File: config.mk
export PLATFORM = sky130hd
export DESIGN_NAME = snake_head_ctrl_flat
export DESIGN_NICKNAME = d
export VERILOG_FILES = /design/src/rtl/snake_head_ctrl_if.sv /design/src/rtl/snake_head_ctrl.sv /design/src/flat_wrapper.sv
export SDC_FILE = /design/constraint.sdc
export NUM_CORES = 1
export LEC_CHECK = 0
export ABC_CLOCK_PERIOD_IN_PS = 4300
export CAP_MARGIN = 25
export CORE_ASPECT_RATIO = 0.7
export CORE_UTILIZATION = 59
export CTS_BUF_LIST = sky130_fd_sc_hd__clkbuf_8
export CTS_CLUSTER_DIAMETER = 80
export DETAILED_ROUTE_END_ITERATION = 8
export HOLD_SLACK_MARGIN = 0.15
export MAX_ROUTING_LAYER = met4
export PLACE_DENSITY = 0.82
export SLEW_MARGIN = 20
export SYNTH_ARGS = -nofsm -noshare
export SYNTH_HDL_FRONTEND = slang
export SYNTH_SLANG_ARGS = --single-unit
File: constraint.sdc
create_clock -name clk -period 4.3 [get_ports clk]
set_clock_uncertainty 0.15 [all_clocks]
set_input_delay 0.645 -clock clk [delete_from_list [all_inputs] [get_ports clk]]
set_output_delay 0.645 -clock clk [all_outputs]
set_load 0.05 [all_outputs]
File: src/rtl/snake_head_ctrl_if.sv
// Handshake bundle between the push-button selector/draw logic and the snake head controller.
interface snake_head_ctrl_if;
  logic [4:0] go;
  logic [5:0] head_x;
  logic [4:0] head_y;
  logic [1:0] dir;
  logic       step;
  logic [1:0] state;
  logic       game_over;

  modport master (output go, input head_x, head_y, dir, step, state, game_over);
  modport slave  (input go, output head_x, head_y, dir, step, state, game_over);
endinterface

File: src/rtl/snake_head_ctrl.sv
// Snake head controller: game-state FSM, move-tick divider, heading commit and wall collision.
module snake_head_ctrl #(
  parameter int TICK_DIV = 25_000_000,
  parameter int GRID_W   = 40,
  parameter int GRID_H   = 30,
  parameter int START_X  = 20,
  parameter int START_Y  = 15
) (
  input  logic              clk,
  input  logic              rst_n,
  snake_head_ctrl_if.slave  s_if
);
  localparam int CW = $clog2(TICK_DIV);

  typedef enum logic [1:0] {S_IDLE = 2'b00, S_RUN = 2'b01, S_DEAD = 2'b10} state_t;

  state_t          r_state, w_state_nxt;
  logic [5:0]      r_x, w_x_nxt;
  logic [4:0]      r_y, w_y_nxt;
  logic [1:0]      r_dir, w_dir_nxt;
  logic [1:0]      r_pend, w_pend_nxt;
  logic [CW-1:0]   r_cnt, w_cnt_nxt;
  logic            r_step, w_step_nxt;
  logic            r_over, w_over_nxt;

  logic       w_any_dir;
  logic [1:0] w_req_dir;
  logic [1:0] w_rev_dir;
  logic       w_tick;
  logic       w_hit;
  logic [5:0] w_cand_x;
  logic [4:0] w_cand_y;

  assign w_any_dir = |s_if.go[3:0];
  assign w_req_dir = s_if.go[0] ? 2'b00 :
                     s_if.go[1] ? 2'b01 :
                     s_if.go[2] ? 2'b10 : 2'b11;
  // Reversal is judged against the committed heading, not the pending one.
  assign w_rev_dir = {r_dir[1], ~r_dir[0]};
  assign w_tick    = (r_cnt == CW'(TICK_DIV - 1));

  always_comb begin
    w_hit    = 1'b0;
    w_cand_x = r_x;
    w_cand_y = r_y;
    case (r_pend)
      2'b00: begin w_hit = (r_y == 5'd0);                w_cand_y = r_y - 5'd1; end
      2'b01: begin w_hit = (r_y == 5'(GRID_H - 1));      w_cand_y = r_y + 5'd1; end
      2'b10: begin w_hit = (r_x == 6'd0);                w_cand_x = r_x - 6'd1; end
      default: begin w_hit = (r_x == 6'(GRID_W - 1));    w_cand_x = r_x + 6'd1; end
    endcase
  end

  always_comb begin
    w_state_nxt = r_state;
    w_x_nxt     = r_x;
    w_y_nxt     = r_y;
    w_dir_nxt   = r_dir;
    w_pend_nxt  = r_pend;
    w_cnt_nxt   = r_cnt;
    w_step_nxt  = 1'b0;
    w_over_nxt  = r_over;
    if (s_if.go[4]) begin
      w_state_nxt = S_IDLE;
      w_x_nxt     = 6'(START_X);
      w_y_nxt     = 5'(START_Y);
      w_dir_nxt   = 2'b11;
      w_pend_nxt  = 2'b11;
      w_cnt_nxt   = '0;
      w_over_nxt  = 1'b0;
    end else begin
      case (r_state)
        S_RUN: begin
          if (w_any_dir && (w_req_dir != w_rev_dir)) w_pend_nxt = w_req_dir;
          if (w_tick) begin
            w_cnt_nxt = '0;
            if (w_hit) begin
              w_state_nxt = S_DEAD;
              w_over_nxt  = 1'b1;
            end else begin
              w_dir_nxt  = r_pend;
              w_x_nxt    = w_cand_x;
              w_y_nxt    = w_cand_y;
              w_step_nxt = 1'b1;
            end
          end else begin
            w_cnt_nxt = r_cnt + CW'(1);
          end
        end
        S_DEAD: ;
        default: begin
          w_cnt_nxt = '0;
          if (w_any_dir) begin
            w_state_nxt = S_RUN;
            w_dir_nxt   = w_req_dir;
            w_pend_nxt  = w_req_dir;
          end
        end
      endcase
    end
  end

  always_ff @(posedge clk or negedge rst_n) begin
    if (!rst_n) begin
      r_state <= S_IDLE;
      r_x     <= 6'(START_X);
      r_y     <= 5'(START_Y);
      r_dir   <= 2'b11;
      r_pend  <= 2'b11;
      r_cnt   <= '0;
      r_step  <= 1'b0;
      r_over  <= 1'b0;
    end else begin
      r_state <= w_state_nxt;
      r_x     <= w_x_nxt;
      r_y     <= w_y_nxt;
      r_dir   <= w_dir_nxt;
      r_pend  <= w_pend_nxt;
      r_cnt   <= w_cnt_nxt;
      r_step  <= w_step_nxt;
      r_over  <= w_over_nxt;
    end
  end

  assign s_if.head_x    = r_x;
  assign s_if.head_y    = r_y;
  assign s_if.dir       = r_dir;
  assign s_if.step      = r_step;
  assign s_if.state     = r_state;
  assign s_if.game_over = r_over;
endmodule

File: src/flat_wrapper.sv
// flat-port wrapper written by rule: the top's interface ports become plain ports
module snake_head_ctrl_flat 
#(
  parameter int TICK_DIV = 25_000_000,
  parameter int GRID_W   = 40,
  parameter int GRID_H   = 30,
  parameter int START_X  = 20,
  parameter int START_Y  = 15
)
  (clk, rst_n, s_if_go, s_if_head_x, s_if_head_y, s_if_dir, s_if_step, s_if_state, s_if_game_over);
  snake_head_ctrl_if s_if_i ();
  input  logic clk;
  input  logic rst_n;
  input wire logic [$bits(s_if_i.go)-1:0] s_if_go;
  output wire logic [$bits(s_if_i.head_x)-1:0] s_if_head_x;
  output wire logic [$bits(s_if_i.head_y)-1:0] s_if_head_y;
  output wire logic [$bits(s_if_i.dir)-1:0] s_if_dir;
  output wire logic [$bits(s_if_i.step)-1:0] s_if_step;
  output wire logic [$bits(s_if_i.state)-1:0] s_if_state;
  output wire logic [$bits(s_if_i.game_over)-1:0] s_if_game_over;
  assign s_if_i.go = s_if_go;
  assign s_if_head_x = s_if_i.head_x;
  assign s_if_head_y = s_if_i.head_y;
  assign s_if_dir = s_if_i.dir;
  assign s_if_step = s_if_i.step;
  assign s_if_state = s_if_i.state;
  assign s_if_game_over = s_if_i.game_over;
  snake_head_ctrl #(.TICK_DIV(TICK_DIV), .GRID_W(GRID_W), .GRID_H(GRID_H), .START_X(START_X), .START_Y(START_Y)) u_core (.clk(clk), .rst_n(rst_n), .s_if(s_if_i));
endmodule
# After elaboration in Yosys (flattened, before gate mapping)

Cells that the tools add are included.

Flip-flop bits (word level): 44
Input port bits: 7
Logic and storage cells: 84

Add/subtract/negate cells: 5
Equality and inequality tests: 15
Muxes and demuxes: 38
Bitwise operators: 1
Reduce and logical (&&, ||, !) cells: 17

Operators with widths:

| operator                                                                 | number |
|---|---|
| 25-bit two-way mux                                                       | 2 |
| 25-bit case mux with 2 select lines                                      | 1 |
| 25-bit by 1-bit adder with 25-bit output (second input constant)         | 1 |
| 25-bit equality test (second input constant)                             | 1 |
| 2-bit two-way mux                                                        | 12 |
| 6-bit two-way mux                                                        | 4 |
| 5-bit two-way mux                                                        | 4 |
| 4-bit AND reduction                                                      | 4 |
| 2-bit case mux with 2 select lines                                       | 3 |
| 6-bit case mux with 2 select lines                                       | 1 |
| 5-bit case mux with 2 select lines                                       | 1 |
| 1-bit two-way mux                                                        | 9 |
| 3-bit by 2-bit inequality test with 1-bit output (second input constant) | 3 |
| 6-bit by 1-bit adder with 6-bit output (second input constant)           | 1 |
| 6-bit equality test (second input constant)                              | 1 |
| 6-bit zero test                                                          | 1 |
| 3-bit AND reduction                                                      | 2 |
| 2-bit nonzero test                                                       | 3 |
| 3-bit nonzero test                                                       | 2 |
| 6-bit by 1-bit subtractor with 6-bit output (second input constant)      | 1 |
| 5-bit by 1-bit adder with 5-bit output (second input constant)           | 1 |
| 5-bit equality test (second input constant)                              | 1 |
| 5-bit zero test                                                          | 1 |
| 5-bit by 1-bit subtractor with 5-bit output (second input constant)      | 1 |
| other kinds (12)                                                         | 15 |

# Longest topological paths before layout

Gate-level depths: netlist (run 1).

Word-level depth: 8
Depth in mapped cells: 11
Gate-level depth less buffers: 9

# Worst setup path after synthesis (run 1)

No wires, ideal clock.

Path type: register to register
Start: register u_core.r_cnt[15]
End: register u_core.r_x[5], in the netlist u_core.s_if.head_x[5]
Library setup time: 78 ps
Arrival time: 2,858 ps
Slack: 1,214 ps
Cell stages (with the launch flop): 9
Path buffers: 2
Clock period less this slack: 3,086 ps
Path through: dfrtp_1 or4b_1 or4_1 or4_1 buf_2 or3b_1 buf_2 or3_1 a21oi_1

Longest elaborated chain between the ends: 3

RTL lines:

| item                                 | RTL line               | source |
|---|---|---|
| start: declaration                   | snake_head_ctrl.sv:22  | `logic [CW-1:0] r_cnt, w_cnt_nxt;` |
| start signal: assignment             | snake_head_ctrl.sv:119 | `r_cnt <= w_cnt_nxt;` |
| 25-bit equality test                 | snake_head_ctrl.sv:40  | `assign w_tick = (r_cnt == CW'(TICK_DIV - 1));` |
| 2-bit nonzero test (no source line)  | --                     |  |
| 4-bit AND reduction (no source line) | --                     |  |
| end signal: assignment               | snake_head_ctrl.sv:106 | `r_x <= 6'(START_X);` |
| end signal: assignment               | snake_head_ctrl.sv:115 | `r_x <= w_x_nxt;` |
| end: declaration                     | snake_head_ctrl.sv:18  | `logic [5:0] r_x, w_x_nxt;` |

No other way between the ends.
A chain may end at the register's enable or synchronous reset.

# Worst setup path after layout (run 1)

Start: register u_core.r_cnt[0]
End: register u_core.r_x[5], in the netlist u_core.s_if.head_x[5]

The elaborated chain is that of the path after synthesis.

==> run metrics, run 1 <==
crit end category=register; starting density of the core=0.641; layout cells sized above 1=0.104; crit path kind=reg2reg; Port Buf Inserts=23; core footprint=0.00407 mm2; DR vias=2210; worst reg2reg setup slack=950 ps; final setup fails=0; die width=81.5 um; Util after Layout=0.749; CTS tree=done; DRC=0; Vias/cell=6.12; most frequent cell after synthesis=nor2_1; Crit Path Max Fanout=6; Pre-Repair DR Iteration Count=5; P_leak=1.22 nW; Arr. time, crit path=3430 ps; pre-CTS setup slack=1030 ps; Synth Flop Type=dfrtp_1; sequential power share=0.454; initial antenna violation count=0; area grow syn2layout=16.7%; Die Height=57.6 um; Mapped Avg Cell Area=9.18 um2; CTS Buf Count=5; I/O pins=24; CTS resizes=0; post-CTS setup buffer count=0; largest cells by area after synthesis=dfrtp_1 33%, dfstp_2 10%, nor2_1 5.8%; reg2reg start=u_core.r_cnt[0]$_DFFE_PN0P_; CP endpoint=u_core.s_if.head_x[5]$_DFFE_PN0P_; Antenna Nets Post-Route=0; Switch Pwr=264 uW; synth warn=0; Synth Cell Area=0.00261 mm2; fin crit share=0.779; clock latency on the worst-skew pair=300 ps; FMAX=298 MHz; WP data required=4380 ps; Reg2Reg Depth=7; synth cell count leaders=40 x nor2_1, 34 x dfrtp_1, 18 x nand2_1; status=complete, no violations; Synth Net Count=298; TritonCTS Sinks=44; ANT cells=0; Final WS setup=949 ps; Routed WL=5730 um; # nets final=323; Post-DP HPWL=4020 um; final hold viol count=0; internal power consumption=722 uW; GR Overflow Total=0; fin crit period=3350 ps; CTS Hold Bufs=0; Worst-path clk slew=90 ps; Syn Inst Count=284; GRT Overall Usage=0.289; CP startpoint kind=register; Setup TNS Final=0 ps; final instance area=0.00304 mm2; H-tree Lvls=2; Distinct cells, synth=52; GP Congestion=0.856; Slew Viols, Final=0; register area share after synthesis=0.427; vias in the first global route=2068; Post-synth ARST share=1.00; VDD IR max=196 uV; DP Area=0.00289 mm2; Power Density=324 mW/mm2; Sw Share=0.268; die area=0.00469 mm2; wire length per cell=15.9 um; EDFF count, synth=0; Seq cells post-synth=44; worst hold path class=in2async; Clock Tree Buf Depth=2; clock power share=0.375; Logic pwr share=0.171; # Max-Cap Violations=0; RSZ-0062 raised after global routing=false; FP Rows=19; origin of the worst setup path=u_core.r_cnt[0]$_DFFE_PN0P_; global-route wire length before repair=9850 um; post-synth top area share=0.326; Worst slew margin=0.442; cell at the root of the clock tree=clkbuf_8; drt first-iter violations=273; largest area contributor in the netlist=dfrtp_1; reg2reg end=u_core.s_if.head_x[5]$_DFFE_PN0P_; maximum number of pins on one net before global-route repair=45; Slew @ Worst Pin=830 ps
==> flip-flops by register name, indices dropped and copies added (netlist names) <==
name and flops:
u_core.r_pend 2, u_core.s_if.state 2, u_core.s_if.head_y 5, u_core.s_if.game_over 1, u_core.r_cnt 25, u_core.s_if.step 1, u_core.s_if.head_x 6, u_core.s_if.dir 2
==> power by group through the flow <==
stage                     clock network, mW  registers [mW]  logic (mW)
after floorplan                           0           0.472      0.0923
after global placement                    0           0.454       0.160
after detailed placement                  0           0.454       0.164
after CTS                             0.376           0.447       0.165
after global routing                  0.392           0.450       0.185
final                                 0.370           0.447       0.169
==> worst max-delay path, cell delays in order, from the launching register on <==
cell and delay (ps):
dfrtp_1 410, ha_1 240, nand4_1 220, or4_1 620
or4_1 580, or3b_1 540, or3_1 390, a21oi_1 140
==> stage by stage <==
stage                     std cells  power, mW  hold WS, ps
final                           361      0.986          174
after global routing            361       1.03          201
after CTS                       360      0.988          339
after detailed placement        353      0.618          322
after global placement          353      0.614          322
after floorplan                 284      0.564          199
==> cell usage in the layout, fill, tap and decap left out, types with 5 or more instances in the layout <==
master	netlist	routed
clkbuf_8	0	5
xnor2_1	15	15
nor4_1	6	6
dfstp_2	10	10
inv_1	10	10
nand2_1	18	18
a31oi_1	6	6
o31ai_1	5	5
clkdlybuf4s50_1	0	22
xor2_1	12	12
nand2b_1	9	9
dfrtp_1	34	34
ha_1	6	6
nor2b_1	5	5
nand3_1	10	10
nand4_1	7	7
o21ai_0	10	10
a21oi_1	14	14
nor2_1	40	40
==> layer usage <==
| metal | share of wire | vias to the layer above | GRT usage | wire length (um) |
|---|---|---|---|---|
| li1 | - | 1060 | - | - |
| met1 | 0.50 | 1063 | 0.429 | 2880 |
| met2 | 0.43 | 82 | 0.396 | 2470 |
| met3 | 0.059 | 5 | 0.0598 | 339 |
| met4 | 0.0073 | 0 | 0.0842 | 42 |
| met5 | 0 | - | - | 0 |
==> worst min path at each step <==
stage / start / endpoint / slack (ps)
floorplan: rst_n / u_core.r_cnt[0]$_DFFE_PN0P_ / 200
global placement: u_core.r_cnt[24]$_DFFE_PN0P_ / u_core.r_cnt[24]$_DFFE_PN0P_ / 320
detailed placement: u_core.r_cnt[24]$_DFFE_PN0P_ / u_core.r_cnt[24]$_DFFE_PN0P_ / 320
CTS: u_core.r_cnt[24]$_DFFE_PN0P_ / u_core.r_cnt[24]$_DFFE_PN0P_ / 340
global route: rst_n / u_core.r_cnt[14]$_DFFE_PN0P_ / 200
finish: rst_n / u_core.r_cnt[14]$_DFFE_PN0P_ / 170
==> cell families (layout without fill, tap and decap cells) <==
kind of cell | Yosys count | in the layout | share of synthesized area
and+or+nand+nor | 121 | 121 | 0.243
xor gates and xnor gates | 27 | 27 | 0.0907
adders and majority gates | 8 | 8 | 0.0403
buffers and inverters | 20 | 45 | 0.0298
muxes | 6 | 6 | 0.0245
AOI/OAI and AO/OA | 58 | 58 | 0.144
DFF | 44 | 44 | 0.427
==> area by class of cell <==
class	instances	area [um2]
clock buffers	5	68.8
multi-input cells	220	1420
well taps	52	65.1
repair buffers	28	283
flip-flops and latches	44	1110
inverters	10	37.5
clock inverters	2	60.1
fillers	305	1020
Power figures use the tool's default switching activity.
==> run 2: changes to the inputs <==
--- a/config.mk
+++ b/config.mk
@@ -5,7 +5,7 @@
 export SDC_FILE = /design/constraint.sdc
 export NUM_CORES = 1
 export LEC_CHECK = 0
-export ABC_CLOCK_PERIOD_IN_PS = 4300
+export ABC_CLOCK_PERIOD_IN_PS = 3300
 export CAP_MARGIN = 25
 export CORE_ASPECT_RATIO = 0.7
 export CORE_UTILIZATION = 59
==> constraint.sdc (replaced) <==
create_clock -name clk -period 3.3 [get_ports clk]
set_clock_uncertainty 0.15 [all_clocks]
set_input_delay 0.495 -clock clk [delete_from_list [all_inputs] [get_ports clk]]
set_output_delay 0.495 -clock clk [all_outputs]
set_load 0.05 [all_outputs]
==> run 2 against run 1 <==
Effect of this change: first-iteration DRC count down 27%; total power up 23%; final cell count rose by 1.7%; worst setup slack worse by 780 ps; register-to-register slack got worse by 780 ps; core utilization about the same; global-route usage is 1.3 points lower; via count is 0.59% lower; non-clock buffer count increased by 5; die area is the same; clock-buffer cell count unchanged; sequential power up 31%; largest cell class unchanged; largest power group unchanged.
==> run metrics, run 2 (synthesis gave the netlist of run 1 again) <==
GRT Overall Usage=0.276; H-tree Lvls=2; Sw Share=0.288; GR Overflow Total=0; register area=0.00111 mm2; FP Rows=19; Setup TNS Final=0 ps; internal power consumption=864 uW; post-CTS setup buffer count=0; Die Height=57.6 um; pre-CTS setup slack=179 ps; fin crit period=3130 ps; area grow syn2layout=16.8%; clock power share=0.342; Logic pwr share=0.177; initial antenna violation count=0; number of flip-flops in the largest register=25; drt first-iter violations=199; CTS Buf Count=5; crit end category=register; fin crit share=0.947; sequential power share=0.481; maximum number of pins on one net before global-route repair=45; core footprint=0.00407 mm2; hold path startpoint=u_core.r_cnt[24]$_DFFE_PN0P_; RSZ-0062 raised after global routing=false; Post-DP HPWL=4040 um; Slew @ Worst Pin=573 ps; wire length per cell=15.4 um; Arr. time, crit path=3210 ps; leading cell types in the layout, fill and taps excluded=40 x nor2_1, 34 x dfrtp_1, 22 x clkdlybuf4s50_1; reg2reg start=u_core.r_cnt[15]$_DFFE_PN0P_; CTS tree=done; Crit Path Max Fanout=8; clock latency on the worst-skew pair=300 ps; crit path kind=reg2reg; Clock Tree Buf Depth=2; Slew Viols, Final=0; Routed WL=5660 um; GP Congestion=0.829; FMAX=320 MHz; P_leak=1.23 nW; layout cells sized above 1=0.114; # Max-Cap Violations=0; commonest non-fill, non-tap cell in the layout=nor2_1; Antenna Nets Post-Route=0; I/O pins=24; WP data required=3380 ps; Top reg by flops=u_core.r_cnt; CP startpoint kind=register; Final WS setup=174 ps; DR vias=2197; final setup fails=0; Power Density=399 mW/mm2; Vias/cell=5.99; Port Buf Inserts=23; ANT cells=0; # nets final=328; die area=0.00469 mm2; final hold viol count=0; DRC=0; Worst slew margin=0.615; Filler Cells Inserted=311; global-route wire length before repair=9290 um; origin of the worst setup path=u_core.r_cnt[15]$_DFFE_PN0P_; VDD IR max=282 uV; Final Non-Filler Cells=367; worst hold path class=reg2reg; starting density of the core=0.641; vias in the first global route=1911; status=complete, no violations; die width=81.5 um; area of the multi-input gates=0.00142 mm2; Switch Pwr=350 uW; Pre-Repair DR Iteration Count=4; cell at the root of the clock tree=clkbuf_8; Worst-path clk slew=80 ps; TritonCTS Sinks=44; Inst Count DP=358
[run 2: cell types whose count changed in the layout (fill, tap and decap cells not counted), sizes merged]
| cell | previous run | this run |
|---|---|---|
| dlygate4sd3 | 0 | 1 |
| inv | 10 | 11 |
| bufinv | 2 | 1 |
| buf | 6 | 10 |
| clkinv | 0 | 1 |
[run 2: path summary, 6_finish.rpt]
path	cells after the start	endpoint	slack (ps)
setup / recovery	7	u_core.s_if.head_y[3]$_DFFE_PN1P_	170
hold / removal	1	u_core.r_cnt[24]$_DFFE_PN0P_	350
setup reg to reg	7	u_core.s_if.head_y[3]$_DFFE_PN1P_	170
hold reg to reg	1	u_core.r_cnt[24]$_DFFE_PN0P_	350
max in group asynchronous	2	u_core.r_pend[0]$_DFFE_PN1P_	2040
min in group asynchronous	2	u_core.r_cnt[3]$_DFFE_PN0P_	570
[run 2: area by class of cell]
class,count,area share
clock buffers,5,0.0226
repair buffers,33,0.100
multi-input cells,220,0.465
clock inverters,3,0.0127
inverters,10,0.0123
flip-flops and latches,44,0.366
well taps,52,0.0214
[run 2: repair_timing]
item | 4_1_cts | 5_1_grt
hold buffers | 0 | 1
resized for setup | 0 | 0
endpoints found under the hold margin | 0 | 34
[run 2: power by group through the flow]
stage          sequential [mW]  combinational (mW)  clock [mW]
5_1_grt                  0.587               0.236       0.445
4_1_cts                  0.584               0.215       0.420
2_1_floorplan            0.614               0.120           0
3_3_place_gp             0.593               0.211           0
3_5_place_dp             0.593               0.214           0
6_report                 0.584               0.215       0.415
[run 2: stage by stage]
step / hold slack (ps) / cell area (um2) / util / total power, mW
global placement: 325 / 2930 / 0.720 / 0.804
floorplan: 49.4 / 2610 / - / 0.735
detailed placement: 324 / 2930 / 0.720 / 0.807
finish: 349 / 3050 / 0.749 / 1.21
CTS: 226 / 3030 / 0.746 / 1.22
global route: 363 / 3050 / 0.749 / 1.27
[run 2: worst max-delay path, stage by stage, from the launching register on]
cell and delay [ps]:
dfrtp_1 440, or4b_1 520, or4_1 450, or4_1 550, buf_4 200, nor4_4 380
nor2b_1 90, a211o_1 280
[run 2: layer usage]
| layer | track usage | up-vias | part of all wire |
|---|---|---|---|
| met3 | 0.0535 | 7 | 0.058 |
| met5 | - | - | 0 |
| met4 | 0.0944 | 0 | 0.011 |
| met2 | 0.354 | 71 | 0.42 |
| met1 | 0.429 | 1047 | 0.51 |
| li1 | - | 1072 | - |
==> run 3: changes to the inputs <==
--- a/config.mk
+++ b/config.mk
@@ -15,7 +15,7 @@
 export HOLD_SLACK_MARGIN = 0.15
 export MAX_ROUTING_LAYER = met4
 export PLACE_DENSITY = 0.82
-export SLEW_MARGIN = 20
+export SLEW_MARGIN = 40
 export SYNTH_ARGS = -nofsm -noshare
 export SYNTH_HDL_FRONTEND = slang
 export SYNTH_SLANG_ARGS = --single-unit
==> run 3 against run 2 <==
Effect of this change: global-route usage is essentially flat; critical endpoint unchanged; clock power is essentially flat; non-clock buffer count is the same; clock-buffer cell count is the same; worst setup slack lost 14 ps; total power shrank 0.11%; flip-flop and latch count is the same; via count grew 0.55%; combinational power is essentially flat; hold slack lost 3.7 ps; critical path depth is the same.
==> run metrics, run 3 (synthesis gave the netlist of run 1 again) <==
worst-path cell chain=or4b_1, or4_1, or4_1, buf_4, nor4_4, nor2b_1, a211o_1; drt first-iter violations=158; Routed WL=5670 um; die width=81.5 um; P_leak=1.23 nW; ANT cells=0; VDD IR max=281 uV; Power Density=398 mW/mm2; crit path kind=reg2reg; layout cells sized above 1=0.114; Top Layer Used=met4; commonest non-fill, non-tap cell in the layout=nor2_1; fin crit share=0.951; Pre-Repair DR Iteration Count=4; met3 WL=328 um; CTS tree=done; GRT Overall Usage=0.276; Power, Total=1.21 mW; WP data required=3380 ps; met1 WL=2910 um; area grow syn2layout=16.8%; # Max-Cap Violations=0; global-route wire length before repair=9270 um; Post-DP HPWL=4040 um; Antenna Nets Post-Route=0; Slew @ Worst Pin=596 ps; CP dominant cell by count=or4_1; CTS resizes=0; cell at the root of the clock tree=clkbuf_8; Final Non-Filler Cells=367; Hold WS=346 ps; FMAX=318 MHz; Filler Cells Inserted=311; Crit Path Max Fanout=8; clock latency on the worst-skew pair=300 ps; I/O pins=24; GP Congestion=0.829; CP max-delay cell=or4_1; register area=0.00111 mm2; Final WS setup=160 ps; number of flip-flops in the largest register=25; FP Rows=19; CTS Buf Count=5; final instance area=0.00305 mm2; CP max stage delay=550 ps; area of the multi-input gates=0.00142 mm2; status=complete, no violations; vias in the first global route=1912; H-tree Lvls=2; Die Height=57.6 um; final setup fails=0; starting density of the core=0.641; WL met2=2350 um; TritonCTS Sinks=44; Port Buf Inserts=23; Clock Tree Buf Depth=2; worst hold path class=reg2reg; GR Overflow Total=0; crit end category=register; pre-CTS setup slack=179 ps; # nets final=328; core footprint=0.00407 mm2; Slew Viols, Final=0; Inst Count DP=358; CP startpoint kind=register; maximum number of pins on one net before global-route repair=45; fin crit period=3140 ps; die area=0.00469 mm2; DRC=0; leading cell types in the layout, fill and taps excluded=40 x nor2_1, 34 x dfrtp_1, 22 x clkdlybuf4s50_1; Util after Layout=0.749; Worst slew margin=0.600; Worst-path clk slew=80 ps; Setup TNS Final=0 ps; Vias/cell=6.02; Top reg by flops=u_core.r_cnt; initial antenna violation count=0; wire length per cell=15.4 um; DR vias=2209; RSZ-0062 raised after global routing=false; DP Area=0.00293 mm2; final hold viol count=0; Arr. time, crit path=3220 ps
-- run 3: cell counts in the layout (fill, tap and decap cells not counted) --
Identical to the previous run, type by type.
-- run 3: repair_timing --
item,4_1_cts,5_1_grt
buffers inserted,0,0
hold endpoints to repair,34,0
hold buffers,1,0
-- run 3: path summary, 6_finish.rpt --
check                                                     to  cells past startpoint                         start  slack, ps
hold reg to reg                 u_core.r_cnt[24]$_DFFE_PN0P_                      1  u_core.r_cnt[24]$_DFFE_PN0P_        350
max in group asynchronous     u_core.s_if.dir[1]$_DFFE_PN1P_                      2                         rst_n       2040
hold / removal                  u_core.r_cnt[24]$_DFFE_PN0P_                      1  u_core.r_cnt[24]$_DFFE_PN0P_        350
setup / recovery           u_core.s_if.head_y[3]$_DFFE_PN1P_                      7  u_core.r_cnt[15]$_DFFE_PN0P_        160
setup reg to reg           u_core.s_if.head_y[3]$_DFFE_PN1P_                      7  u_core.r_cnt[15]$_DFFE_PN0P_        160
min in group asynchronous        u_core.r_cnt[4]$_DFFE_PN0P_                      2                         rst_n        570
-- run 3: layout make-up --
| cell class | instances | area share |
|---|---|---|
| Timing Repair Buffer | 33 | 0.100 |
| Clock buffer | 5 | 0.0226 |
| Clock inverter | 3 | 0.0127 |
| Tap cell | 52 | 0.0214 |
| Multi-Input combinational cell | 220 | 0.465 |
| Sequential cell | 44 | 0.366 |
| Inverter | 10 | 0.0123 |
-- run 3: metal layers --
metal  global-route usage  vias up
met5                    -        -
met4               0.0944        0
met3               0.0535        9
met2                0.355       69
met1                0.427     1062
li1                     -     1069
-- run 3: critical path: cells and delay by family (launching register included) --
kind	cells	cell delay, ps
and+or+nand+nor	5	1990
DFF	1	440
AOI/OAI and AO/OA	1	280
buffers and inverters	1	200
-- run 3: power by group --
| part | switching (mW) | internal (mW) |
|---|---|---|
| combinational | 0.133 | 0.0827 |
| sequential | 0.0247 | 0.560 |
| clock | 0.191 | 0.222 |
